<file path="src/rtl/fetch_unit_pkg.sv">
// Shared definitions for the instruction fetch unit: FSM encoding, reset PC,
// NOP word, IF/ID payload and the fetch-window check.
package fetch_unit_pkg;

   localparam int unsigned XLEN = 32;

   localparam logic [1:0] ST_BOOT = 2'd0;
   localparam logic [1:0] ST_RUN  = 2'd1;
   localparam logic [1:0] ST_HALT = 2'd2;

   localparam logic [XLEN-1:0] FU_RESET_PC = 32'h0000_3000;
   localparam logic [XLEN-1:0] NOP_WORD    = 32'h0000_0000;

   typedef struct packed {
      logic [XLEN-1:0] instr;
      logic [XLEN-1:0] pc;
   } ifid_t;

   // True when pc is word aligned and inside [first, last].
   function automatic logic pc_in_range(input logic [XLEN-1:0] pc,
                                        input logic [XLEN-1:0] first,
                                        input logic [XLEN-1:0] last);
      return (pc[1:0] == 2'b00) && (pc >= first) && (pc <= last);
   endfunction

endpackage

</file>
<file path="src/rtl/fetch_unit_if.sv">
// Fetch-side bus: pipeline control in, instruction-memory port, IF/ID outputs.
interface fetch_unit_if;
   import fetch_unit_pkg::*;

   logic            stall;
   logic            redirect;
   logic [XLEN-1:0] redirect_pc;
   logic [XLEN-1:0] fu_pc;
   logic [XLEN-1:0] fu_instr;
   logic [XLEN-1:0] ifid_instr;
   logic [XLEN-1:0] ifid_pc;
   logic [XLEN-1:0] ifid_pc8;
   logic            ifid_valid;
   logic            halted;
   logic            addr_err;

   modport master (
      input  stall, redirect, redirect_pc, fu_instr,
      output fu_pc, ifid_instr, ifid_pc, ifid_pc8, ifid_valid, halted, addr_err
   );

   modport slave (
      output stall, redirect, redirect_pc, fu_instr,
      input  fu_pc, ifid_instr, ifid_pc, ifid_pc8, ifid_valid, halted, addr_err
   );

endinterface

</file>
<file path="src/rtl/fetch_unit_ifid_reg.sv">
// IF/ID pipeline register. flush wins over en and writes a bubble; the bubble
// still takes the new pc when en is also set, otherwise pc is held.
module ifid_reg
   import fetch_unit_pkg::*;
(
   input  logic  clk,
   input  logic  reset,
   input  logic  en,
   input  logic  flush,
   input  ifid_t d,
   output ifid_t q,
   output logic  valid
);

   always_ff @(posedge clk) begin
      if (reset) begin
         q     <= '0;
         valid <= 1'b0;
      end else if (flush) begin
         q.instr <= NOP_WORD;
         valid   <= 1'b0;
         if (en) q.pc <= d.pc;
      end else if (en) begin
         q     <= d;
         valid <= 1'b1;
      end
   end

endmodule

</file>
<file path="src/rtl/fetch_unit.sv">
// Instruction fetch unit: PC register, fetch-window check and BOOT/RUN/HALT FSM.
// Define DELAY_SLOT_EN to let the instruction after a taken redirect execute.
module fetch_unit
   import fetch_unit_pkg::*;
#(
   parameter logic [XLEN-1:0] RESET_PC = FU_RESET_PC,
   parameter int unsigned     IM_WORDS = 1024
)(
   input logic         clk,
   input logic         reset,
   fetch_unit_if.master fu
);

   localparam logic [XLEN-1:0] PC_LAST = RESET_PC + XLEN'(4 * (IM_WORDS - 1));

   logic [1:0]      state_q, state_d;
   logic [XLEN-1:0] pc_q, pc_d;
   logic            halted_q, halted_d;
   logic            addr_err_q, addr_err_d;
   logic [XLEN-1:0] pc_tgt_c;
   logic            ifid_en_c;
   logic            ifid_flush_c;
   ifid_t           ifid_d;
   ifid_t           ifid_q;

   assign pc_tgt_c = fu.redirect ? fu.redirect_pc : pc_q + XLEN'(4);
   assign ifid_d   = '{instr: fu.fu_instr, pc: pc_q};

   // Next state, next PC and IF/ID control. BOOT fetches RESET_PC exactly like RUN.
   always_comb begin
      state_d      = state_q;
      pc_d         = pc_q;
      halted_d     = halted_q;
      addr_err_d   = addr_err_q;
      ifid_en_c    = 1'b0;
      ifid_flush_c = 1'b0;
      case (state_q)
         ST_BOOT, ST_RUN: begin
            state_d = ST_RUN;
            if (!fu.stall) begin
               ifid_en_c = 1'b1;
`ifdef DELAY_SLOT_EN
               ifid_flush_c = 1'b0;
`else
               ifid_flush_c = fu.redirect;
`endif
               if (pc_in_range(pc_tgt_c, RESET_PC, PC_LAST)) begin
                  pc_d = pc_tgt_c;
               end else begin
                  // Current fetch completes; the bad target is never loaded.
                  state_d    = ST_HALT;
                  halted_d   = 1'b1;
                  addr_err_d = 1'b1;
               end
            end
         end
         ST_HALT: begin
            ifid_flush_c = 1'b1;
         end
         default: begin
            state_d      = ST_HALT;
            halted_d     = 1'b1;
            ifid_flush_c = 1'b1;
         end
      endcase
   end

   always_ff @(posedge clk) begin
      if (reset) begin
         state_q    <= ST_BOOT;
         pc_q       <= RESET_PC;
         halted_q   <= 1'b0;
         addr_err_q <= 1'b0;
      end else begin
         state_q    <= state_d;
         pc_q       <= pc_d;
         halted_q   <= halted_d;
         addr_err_q <= addr_err_d;
      end
   end

   ifid_reg u_ifid_reg (
      .clk   (clk),
      .reset (reset),
      .en    (ifid_en_c),
      .flush (ifid_flush_c),
      .d     (ifid_d),
      .q     (ifid_q),
      .valid (fu.ifid_valid)
   );

   assign fu.fu_pc      = pc_q;
   assign fu.halted     = halted_q;
   assign fu.addr_err   = addr_err_q;
   assign fu.ifid_instr = ifid_q.instr;
   assign fu.ifid_pc    = ifid_q.pc;
   assign fu.ifid_pc8   = ifid_q.pc + XLEN'(8);

endmodule

</file>
<file path="src/flat_wrapper.sv">
// flat-port wrapper written by rule: the top's interface ports become plain ports
module fetch_unit_flat import fetch_unit_pkg::*;
#(
   parameter logic [XLEN-1:0] RESET_PC = FU_RESET_PC,
   parameter int unsigned     IM_WORDS = 1024
)
  (clk, reset, fu_stall, fu_redirect, fu_redirect_pc, fu_fu_instr, fu_fu_pc, fu_ifid_instr, fu_ifid_pc, fu_ifid_pc8, fu_ifid_valid, fu_halted, fu_addr_err);
  fetch_unit_if fu_i ();
  input logic clk;
  input logic reset;
  input wire logic [$bits(fu_i.stall)-1:0] fu_stall;
  input wire logic [$bits(fu_i.redirect)-1:0] fu_redirect;
  input wire logic [$bits(fu_i.redirect_pc)-1:0] fu_redirect_pc;
  input wire logic [$bits(fu_i.fu_instr)-1:0] fu_fu_instr;
  output wire logic [$bits(fu_i.fu_pc)-1:0] fu_fu_pc;
  output wire logic [$bits(fu_i.ifid_instr)-1:0] fu_ifid_instr;
  output wire logic [$bits(fu_i.ifid_pc)-1:0] fu_ifid_pc;
  output wire logic [$bits(fu_i.ifid_pc8)-1:0] fu_ifid_pc8;
  output wire logic [$bits(fu_i.ifid_valid)-1:0] fu_ifid_valid;
  output wire logic [$bits(fu_i.halted)-1:0] fu_halted;
  output wire logic [$bits(fu_i.addr_err)-1:0] fu_addr_err;
  assign fu_i.stall = fu_stall;
  assign fu_i.redirect = fu_redirect;
  assign fu_i.redirect_pc = fu_redirect_pc;
  assign fu_i.fu_instr = fu_fu_instr;
  assign fu_fu_pc = fu_i.fu_pc;
  assign fu_ifid_instr = fu_i.ifid_instr;
  assign fu_ifid_pc = fu_i.ifid_pc;
  assign fu_ifid_pc8 = fu_i.ifid_pc8;
  assign fu_ifid_valid = fu_i.ifid_valid;
  assign fu_halted = fu_i.halted;
  assign fu_addr_err = fu_i.addr_err;
  fetch_unit #(.RESET_PC(RESET_PC), .IM_WORDS(IM_WORDS)) u_core (.clk(clk), .reset(reset), .fu(fu_i));
endmodule
</file>
<file path="config.mk">
export PLATFORM = sky130hd
export DESIGN_NAME = fetch_unit_flat
export DESIGN_NICKNAME = d
export VERILOG_FILES = /design/src/rtl/fetch_unit_pkg.sv /design/src/rtl/fetch_unit_if.sv /design/src/rtl/fetch_unit_ifid_reg.sv /design/src/rtl/fetch_unit.sv /design/src/flat_wrapper.sv
export SDC_FILE = /design/constraint.sdc
export NUM_CORES = 1
export LEC_CHECK = 0
export ABC_CLOCK_PERIOD_IN_PS = 8100
export BUFFER_PORTS_ARGS = -buffer_cell sky130_fd_sc_hd__clkbuf_2
export CORE_MARGIN = 1
export CORE_UTILIZATION = 52
export CTS_CLUSTER_DIAMETER = 40
export CTS_CLUSTER_SIZE = 20
export DETAILED_ROUTE_END_ITERATION = 10
export PLACE_DENSITY = 0.9
export SYNTH_ARGS = -nofsm -noshare
export SYNTH_HDL_FRONTEND = slang
export SYNTH_SLANG_ARGS = --single-unit
</file>
<file path="constraint.sdc">
create_clock -name clk -period 8.1 [get_ports clk]
set_clock_uncertainty 0.2 [all_clocks]
set_input_delay 0.405 -clock clk [delete_from_list [all_inputs] [get_ports clk]]
set_output_delay 0.405 -clock clk [all_outputs]
set_load 0.1 [all_outputs]
</file>
# Word level (Yosys, flattened, before mapping)
# Index checks and enable logic that the tools add are counted.
dict set report op_classes {
  add_sub_neg 2
  order_cmp 2
  n_eq_ne 4
  mux 14
  bitwise 3
  reduce_logical 9
}
# op n
set op_table {}
lappend op_table {{32-bit two-way mux} 4}
lappend op_table {{32-bit by 3-bit adder with 32-bit output, second input constant} 1}
lappend op_table {{32-bit by 4-bit adder with 32-bit output, second input constant} 1}
lappend op_table {{32-bit by 14-bit greater-or-equal comparator with 1-bit output, second input constant} 1}
lappend op_table {{32-bit by 14-bit less-or-equal comparator with 1-bit output, second input constant} 1}
lappend op_table {{3-bit AND reduction} 3}
lappend op_table {{1-bit two-way mux} 6}
lappend op_table {{2-bit zero test} 2}
lappend op_table {{2-bit two-way mux} 2}
lappend op_table {{2-bit != test, second input constant} 2}
lappend op_table {{2-bit one-hot mux with 2 select lines} 1}
lappend op_table {{2-bit OR reduction} 2}
lappend op_table {{1-bit inverter} 3}
lappend op_table {{2-bit by 1-bit equality test with 1-bit output, second input constant} 1}
lappend op_table {{2-bit equality test, second input constant} 1}
lappend op_table {{1-bit logical AND} 2}
lappend op_table {{1-bit one-hot mux with 2 select lines} 1}
dict set report totals {
  regBits 101
  output_inout_bits 131
}

# Logic depth before layout (Yosys ltp)
dict set report logic_depth {
  word_depth 8
  mapped_depth 10
}

# By module
# From an unflattened synthesis, not the netlist that was laid out.
dict set report unflattened {
  cells_unflattened 535
  hier_area_um2 4937.2
}
# module n_inst cells_per_inst area_each_um2
set by_module_without_submodules {}
lappend by_module_without_submodules {fetch_unit 1 324 2591.2}
lappend by_module_without_submodules {ifid_reg 1 211 2346.0}

# Least setup slack after synthesis
# No wires, ideal clock.
dict set report synth_timing {
  kind {register -> output}
  start {reg u_core.u_ifid_reg.q[5] in the netlist's numbering}
  end {out fu_ifid_pc8[30]}
  arrival_ns 4.032
  required_time_ns 7.495
  slack_ns 3.463
  path_stages_with_launch 9
  n_path_buf 0
  cell_sequence {dfxtp_1 and3_1 and2_1 and4_1 and3_1 nand4_1 or2_2 nor2b_1 xor2_1}
}
dict set report synth_via {
  elab_chain_cells 1
}
# item line
set synth_rtl {}
lappend synth_rtl {{start, declared} fetch_unit_ifid_reg.sv:11} ;# output ifid_t q,
lappend synth_rtl {{32-bit by 4-bit adder with 32-bit output} fetch_unit.sv:97} ;# assign fu.ifid_pc8 = ifid_q.pc + XLEN'(8);
lappend synth_rtl {{end, declared} flat_wrapper.sv:18} ;# output wire logic [$bits(fu_i.ifid_pc8)-1:0] fu_ifid_pc8;
# Every way passes these cells.

# Final worst setup path
dict set report layout_timing {
  start {reg u_core.pc_q[2] (netlist: u_core.fu.fu_pc[2])}
  end {reg u_core.pc_q[23] (netlist: u_core.fu.fu_pc[23])}
}
dict set report layout_via {
  elab_chain_cells 6
  elab_cells_between_ends 7
}
# item line
set layout_rtl {}
lappend layout_rtl {{start, declared} fetch_unit.sv:17} ;# logic [XLEN-1:0] pc_q, pc_d;
lappend layout_rtl {{start signal, assigned} fetch_unit.sv:76} ;# pc_q <= pc_d;
lappend layout_rtl {{32-bit by 3-bit adder with 32-bit output *} fetch_unit.sv:26} ;# assign pc_tgt_c = fu.redirect ? fu.redirect_pc : pc_q + XLEN'(4);
lappend layout_rtl {{32-bit two-way mux *} fetch_unit.sv:26}
lappend layout_rtl {{32-bit by 14-bit greater-or-equal comparator with 1-bit output} fetch_unit_pkg.sv:23} ;# return (pc[1:0] == 2'b00) && (pc >= first) && (pc <= last);
lappend layout_rtl {{1-bit logical AND (2 in series)} fetch_unit_pkg.sv:23}
lappend layout_rtl {{3-bit AND reduction (no line)} --}
# Every way passes the cells marked *; elsewhere a longest branch is shown, timed or not.
# A chain may end at the register's enable or synchronous reset.

==> qor_table.md <==
| Parameter | This run | Unit |
|---|---|---|
| TritonCTS clock tree | built | - |
| Yosys warning count | 0 | - |
| Count of inserted antenna diode cells | 0 | - |
| Aggregate routed wire length | 13.0 | mm |
| Endpoint kind of the worst setup timing path | register | - |
| Initial Util | 54.1 | % |
| Register-to-register setup slack | 4.30 | ns |
| Depth of the CTS H-tree | 3 | - |
| Count of hold buffers inserted by post-cts repair | 0 | - |
| Avg WL per Cell | 14.8 | um |
| Clock-pin slew on the worst setup and hold paths | 0.10 | ns |
| Clock buffer count from CTS | 9 | - |
| Routed metal-1 wire length | 5.38 | mm |
| Routed wl met2 | 6.27 | mm |
| Synthesized area | 4740 | um^2 |
| Proportion of netlist area held by the largest area contributor | 42.7 | % |
| Routability congestion estimate | 0.910 | - |
| Maximum clock insertion buffer count | 2 | - |
| Minimum clock period after layout | 3.80 | ns |
| Mean instance size in the synthesized netlist | 8.06 | um^2 |
| Vert. Die Dim | 97.4 | um |
| Net total in the final layout | 835 | - |
| Worst r2r dst | u_core.fu.fu_pc[23]$_SDFFE_PP0P_ | - |
| Post-synthesis sequential element count | 101 | - |
| Min-delay worst type | input pin to register | - |
| IO buf count | 198 | - |
| DRC violation count after routing | 0 | - |
| Most used DFF post-synth | dfxtp_1 | - |
| Max VDD drop | 0.107 | mV |
| Power per cell area | 172 | nW/um^2 |
| Initial drt markers | 375 | - |
| Post-CTS Repair Setup Buffers | 0 | - |
| Transition time at the pin with the least slew margin | 1.11 | ns |
| Hold Startpoint | fu_fu_instr[16] | - |
| Area contributors post-synth | dfxtp_1, nand2_1, a21oi_1 | - |
| Static power due to leakage | 2.63 | nW |
| Unrepaired setup endpoints after global routing | false | - |
| FMAX | 263 | MHz |
| Overall die area | 9500 | um^2 |
| HPWL after detailed placement | 9.58 | mm |
| Worst slack, placed | 4.34 | ns |
| Die width | 97.4 | um |
| Post-cts gate resize count | 0 | - |
| Number of enable-type register cells in the synthesized netlist | 0 | - |
| Number of endpoints with negative hold slack in the final report | 0 | - |
| Post-Synthesis Cells | 588 | - |
| Setup ws final | 4.30 | ns |
| Critical path type | register to register | - |
| Routed wl met3 | 1.02 | mm |
| Cell count of the worst reg-to-reg path | 9 | - |
| FILL cells | 711 | - |
| Number of nets with antenna violations after detailed routing | 0 | - |
| Type of element launching the critical path | register | - |
| Skew-Pair Late Insertion Delay | 0.37 | ns |
| DR vias | 4958 | - |
| Via count of the first global-routing pass | 4478 | - |
| Overall track demand over capacity in global routing | 27.0 | % |
| Sequential area share after synthesis | 42.7 | % |
| Endpoints failing setup | 0 | - |
| Global-route wire length before repair | 21.0 | mm |
| Library cells used by synthesis | 51 | - |
| Placement Rows | 34 | - |
| Launching point of the worst reg2reg path | u_core.fu.fu_pc[2]$_SDFFE_PP0P_ | - |
| Run status | complete, no violations | - |
| Async SR Flop Fraction | 0 | % |
| Top routing layer in use | met4 | - |
| Share of the cycle needed by the critical path after routing | 46.9 | % |
| Initial antenna violation count | 0 | - |
| Sum Neg Setup Slack | 0 | ns |
| Worst relative slew slack | 25.9 | % |
| Synth-to-layout area growth | 26.6 | % |
| Standard cell core area | 8760 | um^2 |
| Worst endpoint required time | 8.16 | ns |
| Maximum number of pins on one net before global-route repair | 58 | - |
| Mapped Nets | 658 | - |
| Detailed Routing Iterations Pass 1 | 5 | - |
| Worst Hold Path EP | u_core.u_ifid_reg.q[48]$_SDFFE_PP0P_ | - |
| Average vias per placed instance | 5.65 | - |
| MaxCap Viol Count | 0 | - |
| Dominant cell type by area after synthesis | dfxtp_1 | - |
| Data arrival at the endpoint of the critical path | 3.86 | ns |
| Instance count along the most critical hold path | 3 | - |
| Clk sink count | 101 | - |
| Overflow left after global routing | 0 | - |
| Number of primary I/O pins | 199 | - |
| Clock root cell | clkbuf_8 | - |
| Highest net fanout along the worst path | 22 | - |
| Fraction of layout cells with a size suffix above 1 | 30.1 | % |
| Final Max Tran Viols | 0 | - |
## power by group
part	total [W]	switching, W	leakage (nW)	internal (W)
logic	0.000138	0.000108	1.70	0.0000300
registers	0.000510	0.00000554	0.817	0.000504
clock network	0.000384	0.000176	0.119	0.000209
total	0.00103	0.000290	2.63	0.000743
## area by class of cell
| cell class | count | area, um^2 | share of cell area (%) |
|---|---|---|---|
| clock buffers | 10 | 128 | 2.13 |
| multi-input cells | 445 | 2550 | 42.6 |
| inverters | 7 | 26.3 | 0.438 |
| repair buffers | 201 | 1010 | 16.9 |
| clock inverters | 6 | 118 | 1.96 |
| well taps | 108 | 135 | 2.25 |
| flip-flops and latches | 101 | 2020 | 33.7 |
## worst max-delay path by stage
stage,startpoint,endpoint,slack (ns),depth (start not counted)
floorplan,u_core.u_ifid_reg.q[5]$_SDFFE_PP0P_,fu_ifid_pc8[30],3.46,8
global route,u_core.fu.fu_pc[2]$_SDFFE_PP0P_,u_core.fu.fu_pc[18]$_SDFFE_PP0P_,3.99,9
detailed placement,u_core.fu.fu_pc[2]$_SDFFE_PP0P_,u_core.fu.fu_pc[23]$_SDFFE_PP0P_,4.34,9
finish,u_core.fu.fu_pc[2]$_SDFFE_PP0P_,u_core.fu.fu_pc[23]$_SDFFE_PP0P_,4.30,9
global placement,u_core.fu.fu_pc[2]$_SDFFE_PP0P_,u_core.fu.fu_pc[1]$_SDFFE_PP0P_,4.53,9
CTS,u_core.fu.fu_pc[2]$_SDFFE_PP0P_,u_core.fu.fu_pc[23]$_SDFFE_PP0P_,4.31,9
## synth_stat cells (2+ instances only)
cell type,instances
a21oi_1,76
a22oi_1,3
a31oi_1,3
and2_1,24
and3_1,12
and4_1,5
buf_2,3
buf_4,3
clkbuf_1,28
dfxtp_1,101
ha_1,2
inv_1,7
nand2_1,144
nand2b_1,11
nand3_1,17
nand3_2,2
nand4_1,19
nor2_1,22
nor2b_1,3
nor3_1,9
nor4_1,7
nor4_4,2
o2111a_1,7
o21ai_0,3
o32ai_1,7
or3_1,4
xnor2_1,23
xor2_1,18
## cell usage in the layout (no fill, tap or decap), types with 2 or more instances in the layout
master and n:
a21oi_1 76, a22oi_1 3, a31oi_1 3, and2_1 24, and3_1 12, and4_1 5, buf_4 3, bufinv_16 3
clkbuf_2 198, clkbuf_8 9, dfxtp_1 101, ha_1 2, inv_1 7, nand2_1 144, nand2b_1 11, nand3_1 17
nand3_2 2, nand4_1 19, nor2_1 21, nor2b_1 3, nor3_1 9, nor4_1 7, nor4_4 2, o2111a_1 7
o21ai_0 3, o32ai_1 7, or2_2 2, or3_1 4, xnor2_1 23, xor2_1 18
## per-stage QoR
step | util, % | cell area, um^2 | hold WS, ns | instances | power [W]
final | 68.4 | 6000 | 0.0457 | 878 | 0.00103
after global routing | 68.4 | 6000 | 0.0315 | 878 | 0.00107
after CTS | 68.4 | 6000 | 0.0408 | 878 | 0.00104
after detailed placement | 65.6 | 5750 | 0.240 | 862 | 0.000660
after global placement | 65.6 | 5750 | 0.237 | 862 | 0.000657
after floorplan | - | 4740 | 0.285 | 588 | 0.000624
## flip-flops by register name, summed over array words and instances (netlist names)
register / count
u_core.fu.addr_err: 1
u_core.fu.fu_pc: 32
u_core.fu.halted: 1
u_core.state_q: 2
u_core.u_ifid_reg.q: 64
u_core.u_ifid_reg.valid: 1
## critical path, cell delays in order, from the launching register on
cell	delay, ns
dfxtp_1	0.49
ha_1	0.26
nand4_2	0.22
or3_1	0.48
nor3_1	0.24
xnor2_1	0.15
a21oi_1	0.12
a2111oi_4	0.72
a31oi_2	0.49
and2_1	0.31
## per-layer routing
metal | track usage, % | up-vias
met5 | 0 | -
met4 | 9.16 | 0
met3 | 6.69 | 31
met2 | 45.6 | 238
met1 | 33.7 | 2297
li1 | - | 2392
## cells by family after synthesis
kind of cell	count (synthesis)	synth area share, %
flip-flops	101	42.7
AO/OA/AOI/OAI	112	15.1
XOR/XNOR	41	7.58
multiplexers	2	0.449
adder cells (fa/ha/maj)	2	0.528
buffers and inverters	42	3.64
AND/OR/NAND/NOR	288	30.0
Note: power is estimated with default switching activity, not from simulation.
